$ cat config.mk
export PLATFORM = sky130hd
export DESIGN_NAME = cpu_control_unit_flat
export DESIGN_NICKNAME = d
export VERILOG_FILES = /design/src/rtl/cpu_control_unit_pkg.sv /design/src/rtl/cpu_control_unit_if.sv /design/src/rtl/cpu_control_unit_alu_decoder.sv /design/src/rtl/cpu_control_unit.sv /design/src/flat_wrapper.sv
export SDC_FILE = /design/constraint.sdc
export NUM_CORES = 1
export LEC_CHECK = 0
export CAP_MARGIN = 20
export CORE_UTILIZATION = 40
export CTS_BUF_LIST = sky130_fd_sc_hd__clkbuf_16
export DETAILED_ROUTE_END_ITERATION = 6
export GPL_TIMING_DRIVEN = 1
export PLACE_DENSITY = 0.75
export SLEW_MARGIN = 15
export SYNTH_ARGS = -nofsm -noshare
export SYNTH_HDL_FRONTEND = slang
export SYNTH_SLANG_ARGS = --single-unit
$ cat constraint.sdc
create_clock -name clk -period 1.9 [get_ports clk]
set_clock_uncertainty 0.05 [all_clocks]
set_input_delay 0.475 -clock clk [delete_from_list [all_inputs] [get_ports clk]]
set_output_delay 0.475 -clock clk [all_outputs]
set_load 0.01 [all_outputs]
$ cat src/rtl/cpu_control_unit_pkg.sv
`default_nettype none
//============================================================================
// Module : cpu_control_unit_pkg
// Desc   : Opcode values, control-field encodings and the NOP control vector
//          shared by the RV32I-subset control unit.
// Rev    : 1.0 - initial release
//============================================================================
package cpu_control_unit_pkg;

    // opcode[6:2] of the supported instruction classes
    localparam logic [4:0] c_OP_LOAD   = 5'b00000;
    localparam logic [4:0] c_OP_IALU   = 5'b00100;
    localparam logic [4:0] c_OP_STORE  = 5'b01000;
    localparam logic [4:0] c_OP_RTYPE  = 5'b01100;
    localparam logic [4:0] c_OP_LUI    = 5'b01101;
    localparam logic [4:0] c_OP_BRANCH = 5'b11000;
    localparam logic [4:0] c_OP_JAL    = 5'b11011;

    localparam logic [2:0] c_F3_BEQ = 3'b000;
    localparam logic [2:0] c_F3_BNE = 3'b001;

    typedef enum logic [1:0] {
        c_IMM_I = 2'b00,
        c_IMM_S = 2'b01,
        c_IMM_B = 2'b10,
        c_IMM_J = 2'b11
    } imm_sel_e;

    typedef enum logic [1:0] {
        c_WB_ALU = 2'b00,
        c_WB_MEM = 2'b01,
        c_WB_PC4 = 2'b10,
        c_WB_IMM = 2'b11
    } mem_to_reg_e;

    typedef enum logic [2:0] {
        c_ALU_AND = 3'b000,
        c_ALU_OR  = 3'b001,
        c_ALU_ADD = 3'b010,
        c_ALU_XOR = 3'b011,
        c_ALU_SRL = 3'b101,
        c_ALU_SUB = 3'b110,
        c_ALU_SLT = 3'b111
    } alu_op_e;

    // What the main decoder tells the ALU decoder about the instruction
    typedef enum logic [1:0] {
        c_CLS_ADD  = 2'b00,
        c_CLS_SUB  = 2'b01,
        c_CLS_RALU = 2'b10,
        c_CLS_IALU = 2'b11
    } alu_class_e;

    typedef struct packed {
        imm_sel_e    imm_sel;
        logic        alu_src_b;
        mem_to_reg_e mem_to_reg;
        logic        jump;
        logic        branch;
        logic        inverse_branch;
        logic        reg_write;
        logic        mem_rw;
        alu_op_e     alu_control;
        logic        cpu_mio;
    } ctrl_t;

    localparam ctrl_t c_NOP_CTRL = '0;

endpackage : cpu_control_unit_pkg
`default_nettype wire

$ cat src/rtl/cpu_control_unit_if.sv
`default_nettype none
//============================================================================
// Module : cpu_control_unit_if
// Desc   : Instruction fields in, decoded datapath controls out.
// Rev    : 1.0 - initial release
//============================================================================
interface cpu_control_unit_if;

    logic [4:0] OPcode;
    logic [2:0] Fun3;
    logic       Fun7;
    logic       MIO_ready;

    logic [1:0] ImmSel;
    logic       ALUSrc_B;
    logic [1:0] MemtoReg;
    logic       Jump;
    logic       Branch;
    logic       InverseBranch;
    logic       RegWrite;
    logic       MemRW;
    logic [2:0] ALU_Control;
    logic       CPU_MIO;

    modport master (
        output OPcode, Fun3, Fun7, MIO_ready,
        input  ImmSel, ALUSrc_B, MemtoReg, Jump, Branch, InverseBranch,
               RegWrite, MemRW, ALU_Control, CPU_MIO
    );

    modport slave (
        input  OPcode, Fun3, Fun7, MIO_ready,
        output ImmSel, ALUSrc_B, MemtoReg, Jump, Branch, InverseBranch,
               RegWrite, MemRW, ALU_Control, CPU_MIO
    );

endinterface : cpu_control_unit_if
`default_nettype wire

$ cat src/rtl/cpu_control_unit_alu_decoder.sv
`default_nettype none
//============================================================================
// Module : alu_decoder
// Desc   : Combinational map of (instruction class, funct3, instr[30]) to ALU op.
// Rev    : 1.0 - initial release
//============================================================================
module alu_decoder
    import cpu_control_unit_pkg::*;
(
    input  alu_class_e i_alu_class,
    input  logic [2:0] i_fun3,
    input  logic       i_fun7,
    output alu_op_e    o_alu_op
);

    always_comb begin
        o_alu_op = c_ALU_ADD;
        case (i_alu_class)
            c_CLS_SUB: o_alu_op = c_ALU_SUB;
            c_CLS_RALU: begin
                case ({i_fun7, i_fun3})
                    4'b1000: o_alu_op = c_ALU_SUB;
                    4'b0111: o_alu_op = c_ALU_AND;
                    4'b0110: o_alu_op = c_ALU_OR;
                    4'b0100: o_alu_op = c_ALU_XOR;
                    4'b0010: o_alu_op = c_ALU_SLT;
                    4'b0101: o_alu_op = c_ALU_SRL;
                    default: o_alu_op = c_ALU_ADD;
                endcase
            end
            c_CLS_IALU: begin
                // instr[30] is immediate data except on shifts, where it selects SRA
                case (i_fun3)
                    3'b111:  o_alu_op = c_ALU_AND;
                    3'b110:  o_alu_op = c_ALU_OR;
                    3'b100:  o_alu_op = c_ALU_XOR;
                    3'b010:  o_alu_op = c_ALU_SLT;
                    3'b101:  o_alu_op = i_fun7 ? c_ALU_ADD : c_ALU_SRL;
                    default: o_alu_op = c_ALU_ADD;
                endcase
            end
            default: o_alu_op = c_ALU_ADD;
        endcase
    end

endmodule : alu_decoder
`default_nettype wire

$ cat src/rtl/cpu_control_unit.sv
`default_nettype none
//============================================================================
// Module : cpu_control_unit
// Desc   : Main + ALU decoder for the RV32I-subset CPU, registered decode stage.
// Rev    : 1.0 - initial release
//============================================================================
module cpu_control_unit
    import cpu_control_unit_pkg::*;
(
    input  logic               clk,
    input  logic               rst,
    cpu_control_unit_if.slave  bus
);

    alu_class_e w_alu_class;
    alu_op_e    w_alu_op;
    ctrl_t      w_ctrl;
    ctrl_t      r_ctrl;
    logic       w_unused_mio_ready;

    assign w_unused_mio_ready = bus.MIO_ready;

    always_comb begin
        w_alu_class = c_CLS_ADD;
        case (bus.OPcode)
            c_OP_RTYPE:  w_alu_class = c_CLS_RALU;
            c_OP_IALU:   w_alu_class = c_CLS_IALU;
            c_OP_BRANCH: w_alu_class = c_CLS_SUB;
            default:     w_alu_class = c_CLS_ADD;
        endcase
    end

    alu_decoder u_alu_decoder (
        .i_alu_class (w_alu_class),
        .i_fun3      (bus.Fun3),
        .i_fun7      (bus.Fun7),
        .o_alu_op    (w_alu_op)
    );

    always_comb begin
        w_ctrl = c_NOP_CTRL;
        case (bus.OPcode)
            c_OP_RTYPE: begin
                w_ctrl.reg_write   = 1'b1;
                w_ctrl.alu_control = w_alu_op;
            end
            c_OP_IALU: begin
                w_ctrl.reg_write   = 1'b1;
                w_ctrl.alu_src_b   = 1'b1;
                w_ctrl.alu_control = w_alu_op;
            end
            c_OP_LOAD: begin
                w_ctrl.reg_write   = 1'b1;
                w_ctrl.alu_src_b   = 1'b1;
                w_ctrl.mem_to_reg  = c_WB_MEM;
                w_ctrl.alu_control = w_alu_op;
                w_ctrl.cpu_mio     = 1'b1;
            end
            c_OP_STORE: begin
                w_ctrl.imm_sel     = c_IMM_S;
                w_ctrl.alu_src_b   = 1'b1;
                w_ctrl.mem_rw      = 1'b1;
                w_ctrl.alu_control = w_alu_op;
                w_ctrl.cpu_mio     = 1'b1;
            end
            c_OP_BRANCH: begin
                // Only BEQ/BNE exist here; other compares fall back to NOP
                if (bus.Fun3 == c_F3_BEQ || bus.Fun3 == c_F3_BNE) begin
                    w_ctrl.branch         = 1'b1;
                    w_ctrl.inverse_branch = (bus.Fun3 == c_F3_BNE);
                    w_ctrl.imm_sel        = c_IMM_B;
                    w_ctrl.alu_control    = w_alu_op;
                end
            end
            c_OP_JAL: begin
                w_ctrl.jump       = 1'b1;
                w_ctrl.imm_sel    = c_IMM_J;
                w_ctrl.reg_write  = 1'b1;
                w_ctrl.mem_to_reg = c_WB_PC4;
            end
            c_OP_LUI: begin
                w_ctrl.reg_write   = 1'b1;
                w_ctrl.mem_to_reg  = c_WB_IMM;
                w_ctrl.alu_src_b   = 1'b1;
                w_ctrl.alu_control = w_alu_op;
            end
            default: w_ctrl = c_NOP_CTRL;
        endcase
    end

    always_ff @(posedge clk) begin
        if (rst) begin
            r_ctrl <= c_NOP_CTRL;
        end else begin
            r_ctrl <= w_ctrl;
        end
    end

    assign bus.ImmSel        = r_ctrl.imm_sel;
    assign bus.ALUSrc_B      = r_ctrl.alu_src_b;
    assign bus.MemtoReg      = r_ctrl.mem_to_reg;
    assign bus.Jump          = r_ctrl.jump;
    assign bus.Branch        = r_ctrl.branch;
    assign bus.InverseBranch = r_ctrl.inverse_branch;
    assign bus.RegWrite      = r_ctrl.reg_write;
    assign bus.MemRW         = r_ctrl.mem_rw;
    assign bus.ALU_Control   = r_ctrl.alu_control;
    assign bus.CPU_MIO       = r_ctrl.cpu_mio;

endmodule : cpu_control_unit
`default_nettype wire

$ cat src/flat_wrapper.sv
// flat-port wrapper written by rule: the top's interface ports become plain ports
module cpu_control_unit_flat import cpu_control_unit_pkg::*;
  (clk, rst, bus_OPcode, bus_Fun3, bus_Fun7, bus_MIO_ready, bus_ImmSel, bus_ALUSrc_B, bus_MemtoReg, bus_Jump, bus_Branch, bus_InverseBranch, bus_RegWrite, bus_MemRW, bus_ALU_Control, bus_CPU_MIO);
  cpu_control_unit_if bus_i ();
  input  logic clk;
  input  logic rst;
  input wire logic [$bits(bus_i.OPcode)-1:0] bus_OPcode;
  input wire logic [$bits(bus_i.Fun3)-1:0] bus_Fun3;
  input wire logic [$bits(bus_i.Fun7)-1:0] bus_Fun7;
  input wire logic [$bits(bus_i.MIO_ready)-1:0] bus_MIO_ready;
  output wire logic [$bits(bus_i.ImmSel)-1:0] bus_ImmSel;
  output wire logic [$bits(bus_i.ALUSrc_B)-1:0] bus_ALUSrc_B;
  output wire logic [$bits(bus_i.MemtoReg)-1:0] bus_MemtoReg;
  output wire logic [$bits(bus_i.Jump)-1:0] bus_Jump;
  output wire logic [$bits(bus_i.Branch)-1:0] bus_Branch;
  output wire logic [$bits(bus_i.InverseBranch)-1:0] bus_InverseBranch;
  output wire logic [$bits(bus_i.RegWrite)-1:0] bus_RegWrite;
  output wire logic [$bits(bus_i.MemRW)-1:0] bus_MemRW;
  output wire logic [$bits(bus_i.ALU_Control)-1:0] bus_ALU_Control;
  output wire logic [$bits(bus_i.CPU_MIO)-1:0] bus_CPU_MIO;
  assign bus_i.OPcode = bus_OPcode;
  assign bus_i.Fun3 = bus_Fun3;
  assign bus_i.Fun7 = bus_Fun7;
  assign bus_i.MIO_ready = bus_MIO_ready;
  assign bus_ImmSel = bus_i.ImmSel;
  assign bus_ALUSrc_B = bus_i.ALUSrc_B;
  assign bus_MemtoReg = bus_i.MemtoReg;
  assign bus_Jump = bus_i.Jump;
  assign bus_Branch = bus_i.Branch;
  assign bus_InverseBranch = bus_i.InverseBranch;
  assign bus_RegWrite = bus_i.RegWrite;
  assign bus_MemRW = bus_i.MemRW;
  assign bus_ALU_Control = bus_i.ALU_Control;
  assign bus_CPU_MIO = bus_i.CPU_MIO;
  cpu_control_unit u_core (.clk(clk), .rst(rst), .bus(bus_i));
endmodule
==> results.md <==
- The flow ran to the end, and the final reports show no timing, DRC or antenna violations.
- The total count of max-transition violations in the final report is 0.
- The area growth from synthesis to layout is 60.74%.
- Across the run, the number of max-cap violations was 0.
- The H-tree level count is 1.
- After routing the design area is 0.001030 mm^2.
- For the worst setup path, the data arrival time is 1.90 ns.
- The core region is 0.001506 mm^2.
- In the routed design, unresolved DRC markers number 0.
- The number of setup buffers added after CTS is 0.
- The number of hold violations in the final report came to 0.
- Buffers inserted to repair hold after CTS numbered 0.
- Dividing the detail-routed via count by the number of cells gives 5.221.
- The beginning of the critical path is bus_Fun3[1].
- For the finished layout, the period the worst path requires is 1.794 ns.
- Setup repair after global routing left no endpoint under its margin.
- Across every metal layer, demand over resource in global routing totals 17.13%.
- The total standard cell area after synthesis is 640.6 um^2.
- Setup violations remaining at the end of the flow were counted as 0.
- Along the worst hold path, the cell count comes to 2.
- The height of the chip is 42.02 um.
- The max-slew headroom at the worst pin is 75.58%.
- The total cell area at the placement stage is 954.7 um^2.
- The via count of the first global-routing pass came to 543.
- The number of different library cells used by synthesis comes to 34.
- The fraction of layout instances using a drive strength above 1 is 20.75%.
- The clock-pin slew on the worst setup and hold paths is 0.04 ns.
- The path class of the tightest hold or removal check is in2reg.
- The multi-input gate area in the final layout is 312.8 um^2.
- The nature of the critical path endpoint is a flip-flop.
- The number of buffers added by the clock tree synthesis step is 3.
- The number of optimization iterations in the first detailed-route pass is 4.
- 26 I/O pins were placed.
- Across all hold checks on the routed design, the worst slack comes to 0.8728 ns.
- Summing over every cut layer, the via total after detailed routing is 637.
- By area the synthesized netlist is led by sky130_fd_sc_hd__dfxtp_1 44%, sky130_fd_sc_hd__nor2_1 5.3%, sky130_fd_sc_hd__nand2_1 3.5%, sky130_fd_sc_hd__a21oi_1 3.1%, sky130_fd_sc_hd__or3_1 2.9%.
- The leading cell type in the layout, fill and taps excluded is sky130_fd_sc_hd__clkdlybuf4s50_1.
- The iteration-0 DRC count of the detailed router is 18.
- Counting the fill cells in the layout gives 120.
- The routability congestion estimate from global placement is 0.8076.
- In this run the power density over the cells is 754.8 mW/mm^2.
- The count of nets left with antenna violations once routing finished came out at 0.
- The final wirelength is 1430 um.
- The number of nets in the finished design is 120.
- For the pin with the worst max-slew slack, the measured transition is 0.3630 ns.
- Detailed placement finished with a half-perimeter wire length of 1099 um.
- The deepest clock path buffer count is 2.
- The starting utilization of the core area is 42.52%.
- The most critical setup path has its endpoint at u_core.bus.ALU_Control[0]$_SDFF_PP0_.
- The floorplan step set the die width to 42.02 um.
- The synthesized design devotes to its leading area cell type 43.75% of total area.
- The count of buffers from port buffering is 24.
- The worst setup path is launched from an input port.
- The routed wirelength normalized by instance count is 11.72 um.
- During synthesis, Yosys emitted a total of 0 warnings.
- The CTS tree is done.
- The maximum number of pins on one net before global-route repair is 12.
- The worst-case IR drop observed on VDD is 0.3409 mV.
- Of all nets on the critical path, the largest fanout is 4.
- By startpoint and endpoint, the worst setup path is classified as in2reg.
- In this run the core area contains 14 standard-cell rows.
- The storage element area is 280.3 um^2.
- The final critical path takes up 94.40% of the cycle.
- The number of storage elements in the synthesis netlist is 14.
- After global routing the overflow that remains totals 0.
- The number of nets handed over by synthesis was 83.
- Clock tree synthesis found a total of 14 sinks.
- The initial antenna violation count is 0.
- The synthesized area per cell is 9.023 um^2.
- Of all cell types, the one taking the most synthesized area is sky130_fd_sc_hd__dfxtp_1.
- The sequential-to-total area share from yosys stat is 43.75%.
- The static leakage is 0.0004130 uW.
- The master cell of the clock root buffer is sky130_fd_sc_hd__clkbuf_16.
- Static timing analysis puts the maximum clock frequency at 0.5576 GHz.
- 0 antenna diodes ended up in the layout.
- In the synthesized netlist, the number of instances is 71.
- STA puts the critical path data required time at 2.00 ns.
- The library cells used most frequently in the layout, excluding fill and tap cells, are 24 x sky130_fd_sc_hd__clkdlybuf4s50_1, 14 x sky130_fd_sc_hd__dfxtp_1, 12 x sky130_fd_sc_hd__buf_4.
- The first global-routing pass estimated 2283 um of wire.
- Once the clock tree was built, the resizer swapped 0 gates to a different size.
- The floorplan step defined a die boundary enclosing 0.001766 mm^2.
## report_power, final
part / internal [uW] / total, uW / leakage [uW] / switching [uW]
Clock: 274 / 377 / 0.0000370 / 103
Sequential: 300 / 301 / 0.000113 / 1.01
Combinational: 55.9 / 99.6 / 0.000263 / 43.8
## worst max-delay path, stage by stage
cell and delay (ns):
sky130_fd_sc_hd__clkdlybuf4s50_1 0.42, sky130_fd_sc_hd__or4_4 0.54, sky130_fd_sc_hd__or2_4 0.27, sky130_fd_sc_hd__a211oi_2 0.18
## layout make-up
cell class	instances	area share [%]
Tap cell	16	1.944
Timing Repair Buffer	36	32.08
Sequential cell	14	27.22
Multi-Input combinational cell	50	30.38
Inverter	3	1.094
Clock buffer	3	7.290
## layer usage
layer | vias up | share of wire (%) | track usage [%]
met3 | 4 | 5.4 | 3.879
li1 | 323 | - | -
met4 | 0 | 0.84 | 7.500
met2 | 26 | 48 | 27.50
met5 | - | 0 | 0
met1 | 284 | 45 | 22.07
## registers in the layout (all words and copies together), names as in the netlist
name,count
u_core.bus.ALUSrc_B,1
u_core.bus.RegWrite,1
u_core.bus.Branch,1
u_core.bus.MemtoReg,2
u_core.bus.ImmSel,2
u_core.bus.MemRW,1
u_core.bus.InverseBranch,1
u_core.bus.ALU_Control,3
u_core.bus.CPU_MIO,1
u_core.bus.Jump,1
## logic make-up (layout without fill, tap and decap cells)
family          after synthesis  in the layout  synth area share, %
compound gates               14             14                15.04
flops                        14             14                43.75
buf+inv                       7             42                7.421
simple gates                 36             36                33.79
## stage by stage
stage	setup TNS (ns)	total power [uW]	utilization (%)	instances	setup WS, ns
detailed placement	-0.3500	404.9	63.37	119	-0.1351
CTS	0	780.2	68.36	122	0.09914
global placement	-0.2919	402.1	63.37	119	-0.1190
finish	0	777.3	68.36	122	0.1065
floorplan	0	348.1	-	71	0.3687
global route	0	808.8	68.36	122	0.08870
## worst min-delay path by stage
stage                                      endpoint  slack [ns]     startpoint
floorplan            u_core.bus.RegWrite$_SDFF_PP0_        0.49            rst
detailed placement    u_core.bus.CPU_MIO$_SDFF_PP0_        1.10  bus_OPcode[2]
finish                u_core.bus.CPU_MIO$_SDFF_PP0_        0.87  bus_OPcode[2]
global placement      u_core.bus.CPU_MIO$_SDFF_PP0_        1.11  bus_OPcode[2]
CTS                   u_core.bus.CPU_MIO$_SDFF_PP0_        0.86  bus_OPcode[2]
global route        u_core.bus.ImmSel[1]$_SDFF_PP0_        0.93  bus_OPcode[0]
## Yosys cell counts, drive strengths merged
library cell / count
buf: 2
dfxtp: 14
o21bai: 1
o2111ai: 2
and3b: 2
a21oi: 4
nand4bb: 1
and2: 2
nor3b: 1
nor4: 1
nor4b: 1
a211oi: 2
nand3: 2
o21ai: 3
nor2b: 1
clkbuf: 2
nand2b: 1
a32oi: 1
a21o: 1
or4: 1
or2: 2
and4b: 1
nor3: 1
inv: 3
or3: 4
nand2: 6
nor2: 9
No activity file was read; power rests on OpenSTA's default activity.
